$ cat config.mk
export PLATFORM = sky130hd
export DESIGN_NAME = kia_transmitter
export DESIGN_NICKNAME = d
export VERILOG_FILES = /design/src/rtl/kia_transmitter.sv
export SDC_FILE = /design/constraint.sdc
export NUM_CORES = 1
export LEC_CHECK = 0
export BUFFER_PORTS_ARGS = -buffer_cell sky130_fd_sc_hd__buf_2
export CELL_PAD_IN_SITES_DETAIL_PLACEMENT = 0
export CELL_PAD_IN_SITES_GLOBAL_PLACEMENT = 2
export CORE_AREA = 3 3 86 88
export CTS_CLUSTER_SIZE = 24
export DETAILED_ROUTE_END_ITERATION = 6
export DIE_AREA = 0 0 89 91
export PLACE_DENSITY_LB_ADDON = 0.1
export SLEW_MARGIN = 40
export SYNTH_ARGS = -nofsm -noshare
export SYNTH_HDL_FRONTEND = slang
export SYNTH_SLANG_ARGS = --single-unit
$ cat constraint.sdc
create_clock -name CLK_I -period 2.63 [get_ports CLK_I]
set_input_delay 0.1315 -clock CLK_I [delete_from_list [all_inputs] [get_ports CLK_I]]
set_output_delay 0.1315 -clock CLK_I [all_outputs]
set_load 0.1 [all_outputs]
$ cat src/rtl/kia_transmitter.sv
// PS/2 host-to-device transmitter: takes a command byte over a Wishbone-style port
// and serializes it as start, 8 data bits LSB first, odd parity, stop, then waits for the device ack.
module kia_transmitter #(
    parameter int INHIBIT_CYCLES = 5000,
    parameter int TIMEOUT_CYCLES = 1000000,
    parameter int CW             = 20
) (
    input  logic       CLK_I,
    input  logic       RES_I,
    input  logic       ADR_I,
    input  logic       WE_I,
    input  logic       CYC_I,
    input  logic       STB_I,
    input  logic [7:0] DAT_I,
    output logic       ACK_O,
    output logic [7:0] DAT_O,
    input  logic       C_I,
    input  logic       D_I,
    output logic       C_OE_O,
    output logic       D_OE_O,
    output logic [2:0] dbg_state
);

    // Bus handshake: ACK_O = CYC_I & STB_I, combinational, zero wait states; DAT_O and
    // write side effects belong to the same cycle, writes commit on that rising CLK_I edge.

    typedef enum logic [2:0] {
        IDLE    = 3'd0,
        INHIBIT = 3'd1,
        START   = 3'd2,
        BITS    = 3'd3,
        ACKW    = 3'd4,
        RECOV   = 3'd5
    } state_t;

    state_t        state, state_nx;
    logic [CW-1:0] cnt, cnt_nx;
    logic [3:0]    idx, idx_nx;
    logic          d_oe, d_oe_nx;
    logic          nack_set;
    logic [7:0]    tx_byte;
    logic          nack, drop;
    logic          c_s1, c_s2, c_prev;
    logic          d_s1, d_s2;
    logic          fall;
    logic          timeout;
    logic          parity;
    logic          bus_wr, wr_data, wr_stat, busy;

    assign bus_wr  = CYC_I & STB_I & WE_I;
    assign wr_data = bus_wr & ADR_I;
    assign wr_stat = bus_wr & ~ADR_I;
    assign busy    = (state != IDLE);
    assign parity  = ~^tx_byte;
    assign fall    = c_prev & ~c_s2;
    assign timeout = ~fall && (cnt == CW'(TIMEOUT_CYCLES - 1));

    assign ACK_O     = CYC_I & STB_I;
    assign DAT_O     = ADR_I ? tx_byte : {5'b0, drop, nack, busy};
    assign C_OE_O    = (state == INHIBIT);
    assign D_OE_O    = d_oe;
    assign dbg_state = state;

    // Pins idle high, so the synchronizers reset to 1 to avoid a phantom falling edge.
    always_ff @(posedge CLK_I or negedge RES_I) begin
        if (!RES_I) begin
            c_s1   <= 1'b1;
            c_s2   <= 1'b1;
            c_prev <= 1'b1;
            d_s1   <= 1'b1;
            d_s2   <= 1'b1;
        end else begin
            c_s1   <= C_I;
            c_s2   <= c_s1;
            c_prev <= c_s2;
            d_s1   <= D_I;
            d_s2   <= d_s1;
        end
    end

    always_ff @(posedge CLK_I or negedge RES_I) begin
        if (!RES_I) begin
            state <= IDLE;
            cnt   <= '0;
            idx   <= '0;
            d_oe  <= 1'b0;
        end else begin
            state <= state_nx;
            cnt   <= cnt_nx;
            idx   <= idx_nx;
            d_oe  <= d_oe_nx;
        end
    end

    always_comb begin
        state_nx = state;
        cnt_nx   = cnt;
        idx_nx   = idx;
        d_oe_nx  = d_oe;
        nack_set = 1'b0;
        case (state)
            IDLE: begin
                d_oe_nx = 1'b0;
                if (wr_data) begin
                    state_nx = INHIBIT;
                    cnt_nx   = '0;
                end
            end
            INHIBIT: begin
                if (cnt == CW'(INHIBIT_CYCLES - 1)) begin
                    state_nx = START;
                    cnt_nx   = '0;
                    d_oe_nx  = 1'b1;
                end else begin
                    cnt_nx = cnt + CW'(1);
                end
            end
            default: begin
                if (fall) cnt_nx = '0;
                else      cnt_nx = cnt + CW'(1);
                if (timeout) begin
                    state_nx = IDLE;
                    cnt_nx   = '0;
                    d_oe_nx  = 1'b0;
                    nack_set = 1'b1;
                end else begin
                    case (state)
                        START: begin
                            // First device fall: present data bit 0.
                            if (fall) begin
                                state_nx = BITS;
                                d_oe_nx  = ~tx_byte[0];
                                idx_nx   = 4'd1;
                            end
                        end
                        BITS: begin
                            if (fall) begin
                                if (idx <= 4'd7) begin
                                    d_oe_nx = ~tx_byte[idx[2:0]];
                                    idx_nx  = idx + 4'd1;
                                end else if (idx == 4'd8) begin
                                    d_oe_nx = ~parity;
                                    idx_nx  = idx + 4'd1;
                                end else begin
                                    d_oe_nx  = 1'b0;
                                    state_nx = ACKW;
                                end
                            end
                        end
                        ACKW: begin
                            if (fall) begin
                                nack_set = d_s2;
                                state_nx = RECOV;
                            end
                        end
                        RECOV: begin
                            if (c_s2 && d_s2) state_nx = IDLE;
                        end
                        default: state_nx = IDLE;
                    endcase
                end
            end
        endcase
    end

    // Sticky flags: an FSM set in the same cycle as a bus clear takes priority.
    always_ff @(posedge CLK_I or negedge RES_I) begin
        if (!RES_I) begin
            tx_byte <= 8'h00;
            nack    <= 1'b0;
            drop    <= 1'b0;
        end else begin
            if (wr_data && !busy) tx_byte <= DAT_I;
            if (wr_data && busy)        drop <= 1'b1;
            else if (wr_stat && DAT_I[2]) drop <= 1'b0;
            if (nack_set)               nack <= 1'b1;
            else if (wr_stat && DAT_I[1]) nack <= 1'b0;
        end
    end

endmodule

Word-level counts from Yosys, hierarchy flattened
Cells that the tools add are included.
W data, S select, Z words.
Operators by class
  muxes and demuxes: 40
  bitwise operators: 13
  reduce and logical (&&, ||, !) cells: 18
  eq/ne operators: 19
  add/subtract/negate cells: 2
  magnitude comparators: 2
Operators with widths (number)
  $mux W20: 4
  $pmux W20 S2: 1
  $mux W3: 9
  $ne A5 B5 Y1 const B: 5
  $add A20 B1 Y20 const B: 1
  $eq A20 B13 Y1 const B: 1
  $eq A20 B20 Y1 const B: 1
  $mux W4: 4
  $mux W1: 15
  $pmux W3 S4: 1
  $mux W8: 1
  $not A1 Y1: 8
  $pmux W4 S2: 1
  $reduce_and A8 Y1: 1
  $reduce_xnor A8 Y1: 1
  $eq A3 B2 Y1 const B: 2
  $eq A3 B3 Y1 const B: 2
  $logic_and A1 B1 Y1: 6
  $ne A2 B2 Y1 const B: 3
  $pmux W3 S2: 1
  $reduce_and A6 Y1: 1
  $reduce_bool A2 Y1: 3
  $and A1 B1 Y1: 5
  $ne A5 B4 Y1 const B: 1
  15 further kinds: 16
Word-level totals
  input port bits: 16
  flip-flop bits (word level): 43

Depth between registers and ports, before layout
  depth in word-level cells: 8
  mapped depth: 9

Worst setup path after synthesis
Ideal clock, no wire load.
  kind: reg2reg
  start point: register state[1], in the netlist dbg_state[1]
  end point: register cnt[3]
  stages on the path, launching flop included: 10
  path buffers: 2
  clock period less this slack: 2.967 ns
  data arrival time: 2.895 ns
  setup slack: -0.337 ns
  cells stage by stage: dfrtp_1 > buf_4 > nor2_1 > nand2_1 > inv_1 > o21ai_0 > o31ai_2 > nor2_4 > buf_6 > nor2_1
Between the ends
  word-level cells in the longest chain between the ends: 2
  elaborated cells between the ends (all ways): 4
Ends and longest elaborated chain
  from (decl): line 36  | state_t state, state_nx;
  from (signal assigned): line 88  | state <= state_nx;
  $eq A3 B1 Y1
  via C_OE_O: line 19  | output logic C_OE_O,
  $pmux W20 S2: line 101  | case (state)
  to (signal assigned): line 89  | cnt <= cnt_nx;
  to (decl): line 37  | logic [CW-1:0] cnt, cnt_nx;
The timed path passes the listed nets, and every way through them passes these cells.
A chain may end at the register's enable or synchronous reset.

Worst setup path in the final report
  start point: register cnt[15]
  end point: register cnt[10]
Between the ends
  word-level cells in the longest chain between the ends: 4
  elaborated cells between the ends (all ways): 6
Ends and longest elaborated chain
  $eq A20 B20 Y1: line 56  | assign timeout = ~fall && (cnt == CW'(TIMEOUT_CYCLES - 1));
  $logic_and A1 B1 Y1: line 56
  $mux W20: line 121  | if (timeout) begin
  $pmux W20 S2 *: line 101
Every way passes the cells marked *; elsewhere a longest branch is shown, timed or not.

==> flow_summary_export.csv <==
group,metric,value,unit
logic_synthesis,synth_seq_cells,43,
logic_synthesis,synth-edff-count,0,
clock_network,cts_made_buffers,5,
logic_synthesis,yosysUniqueCellTypes,51,
sta,rsz0062_at_grt,"no",
drt,drc,0,
setup_path,cpMostUsedCell,"o21ai_0",
drt,vias,1829,
finish,layout_common_cells,"36 x dfrtp_1, 28 x nor2_1, 28 x buf_2",
die,dieArea,0.00810,sq mm
logic_synthesis,syn_area,0.00238,sq mm
placement,hpwlAfterDp,3960,um
global_route,antenna_found_initial,0,
clock_network,tritoncts,"yes",
sta,finalClockSkew,0.00888,ns
sta,timing.final.crit_share,0.828,
die,core,0.00672,sq mm
drt,routedWlPerCell,15.5,um
setup_path,cp_data_arrival_time,2.35,ns
clock_network,clk_latency,0.30,ns
die,ios,30,
finish,diodes,0,
die,rows,30,
pwr,irDropWorstVdd,0.227,mV
finish,synthToLayoutAreaGrowth,15.9,%
global_route,grt_pass1_vias,1883,
drt,viasPerCell,5.11,
sta,period_minus_slack,2.18,ns
finish,final_nets,296,
sta,final_max_slew_viol_count,0,
finish,fin_util,0.411,
logic_synthesis,synth_area_per_cell,9.94,sq um
sta,tns,0,ns
sta,fmax,0.459,GHz
min_path,worstHoldPathType,"in2reg",
setup_path,crit_path_max_incr_delay,0.43,ns
flow_run,drv_cap,0,
global_route,grt_pass1_wl,9410,um
drt,drt_iter0_markers,84,
global_route,track_usage,0.148,
clock_network,cts.sinks,43,
clock_network,cts_resized,0,
drt,wl,5560,um
drt,first_pass_iters,4,
global_route,grt_max_degree,42,
setup_path,worstPathMaxFanout,17,
clock_network,cts_root_buf,"clkbuf_8",
clock_network,path_clk_slew,0.09,ns
sta,hold_viol,0,
setup_path,critPathKind,"reg2reg",
setup_path,worst_setup_path_end_kind,"register",
logic_synthesis,seq_area_frac_synth,0.454,
logic_synthesis,synth-main-ff-cell,"dfrtp_1",
die,fp.dieH,91,um
clock_network,cts_max_level,2,
setup_path,start_kind,"register",
logic_synthesis,syn-instance-count,240,
sta,slew_headroom,0.525,
setup_path,crit_required,2.81,ns
global_route,grt-ovfl-total,0,
placement,port_buffers,29,
clock_network,cts_buffer_depth,2,
setup_path,cpMaxStageDelayCell,"dfrtp_1",
placement,gp_congestion,0.749,
setup_path,cp_cell_sequence,"nor4_2, nand4_2, o21ai_0, o31ai_2, nor2_4, o21ai_0",
sta,setup-violations-final,0,
logic_synthesis,ys_async_sr_fraction,1.00,
pwr,p_per_area,835,mW/mm^2
sta,worst_pin_slew,0.708,ns
finish,final_common_cell,"dfrtp_1",
pwr,leakagePower,0.00119,uW
die,die_w,89,um
logic_synthesis,yosys_warnings,0,
finish,drive_gt1_frac,0.252,
logic_synthesis,syn_nets,259,
die,start_util,0.355,
status,status,"complete, no violations",
drt,ant_nets,0,
per-layer routing:
metal	share of wire	global-route usage
met5	0	0
met4	0.013	0.0409
met3	0.024	0.0299
met2	0.49	0.246
met1	0.47	0.192
final timing paths:
path / cells past startpoint / to / slack, ns / start
setup reg to reg: 6 / cnt[10] / 0.45 / cnt[15]
max in group asynchronous: 3 / c_s1 / 1.70 / RES_I
hold / removal: 2 / tx_byte[3] / 0.05 / DAT_I[3]
setup / recovery: 6 / cnt[10] / 0.45 / cnt[15]
hold reg to reg: 0 / d_s2 / 0.36 / d_s1
min in group asynchronous: 2 / tx_byte[7] / 0.34 / RES_I
synthesized netlist by cell type, drive strengths merged, types with 3 or more instances:
| master | instances | share of area |
|---|---|---|
| a21oi | 12 | 0.025 |
| a31oi | 3 | 0.0079 |
| and2 | 6 | 0.016 |
| and3 | 4 | 0.010 |
| buf | 4 | 0.013 |
| clkbuf | 3 | 0.0047 |
| dfrtp | 38 | 0.40 |
| dfstp | 5 | 0.055 |
| ha | 3 | 0.016 |
| inv | 10 | 0.016 |
| mux2 | 12 | 0.057 |
| nand2 | 20 | 0.031 |
| nand2b | 4 | 0.010 |
| nand3 | 7 | 0.015 |
| nand4 | 7 | 0.021 |
| nor2 | 30 | 0.051 |
| nor2b | 5 | 0.013 |
| nor3 | 4 | 0.0084 |
| nor4 | 6 | 0.025 |
| o21ai | 7 | 0.015 |
| xnor2 | 15 | 0.055 |
| xor2 | 8 | 0.029 |
flip-flops by register name, summed over array words and instances, names as in the netlist:
| name | flops |
|---|---|
| c_prev | 1 |
| d_s1 | 1 |
| D_OE_O | 1 |
| d_s2 | 1 |
| c_s1 | 1 |
| idx | 4 |
| cnt | 20 |
| drop | 1 |
| nack | 1 |
| dbg_state | 3 |
| tx_byte | 8 |
| c_s2 | 1 |
kinds of logic (layout without fill, tap and decap cells):
family,after synthesis,in the layout,synth area share
AND/OR/NAND/NOR,100,100,0.224
XOR/XNOR,23,23,0.0845
adder cells (fa/ha/maj),3,3,0.0157
flip-flops,43,43,0.454
buffers and inverters,17,55,0.0336
AO/OA/AOI/OAI,38,38,0.104
multiplexers,16,16,0.0839
worst max-delay path, delay by kind of cell, from the launching register on:
kind / cells / cell delay, ns
compound gates: 3 / 0.73
flops: 1 / 0.43
simple gates: 3 / 0.89
through the flow:
step                setup slack, ns  cells  power [uW]  area [sq um]  hold WS (ns)
finish                        0.452    358        2310          2760        0.0540
global route                  0.229    358        2450          2760        0.0563
CTS                           0.394    358        2340          2760        0.0490
detailed placement            0.394    347        1850          2630         0.164
global placement              0.459    347        1850          2630         0.237
floorplan                    0.0231    240        1660          2390        -0.164
cell type report:
class / count / area [sq um]
clock buffer: 8 / 100
fill: 681 / 3960
inverter: 10 / 41.3
tap: 80 / 100
sequential: 43 / 1080
timing repair buffer: 37 / 215
multi-input combinational: 180 / 1220
report_power, final:
part	internal (uW)	switching [uW]
registers	757	122
logic	303	650
clock network	240	237
total	1300	1010
what timing repair did:
item	in CTS	in global routing
endpoints found under the hold margin	40	0
setup buffers	0	0
hold buffers	3	0
(Power assumes the default switching activity.)
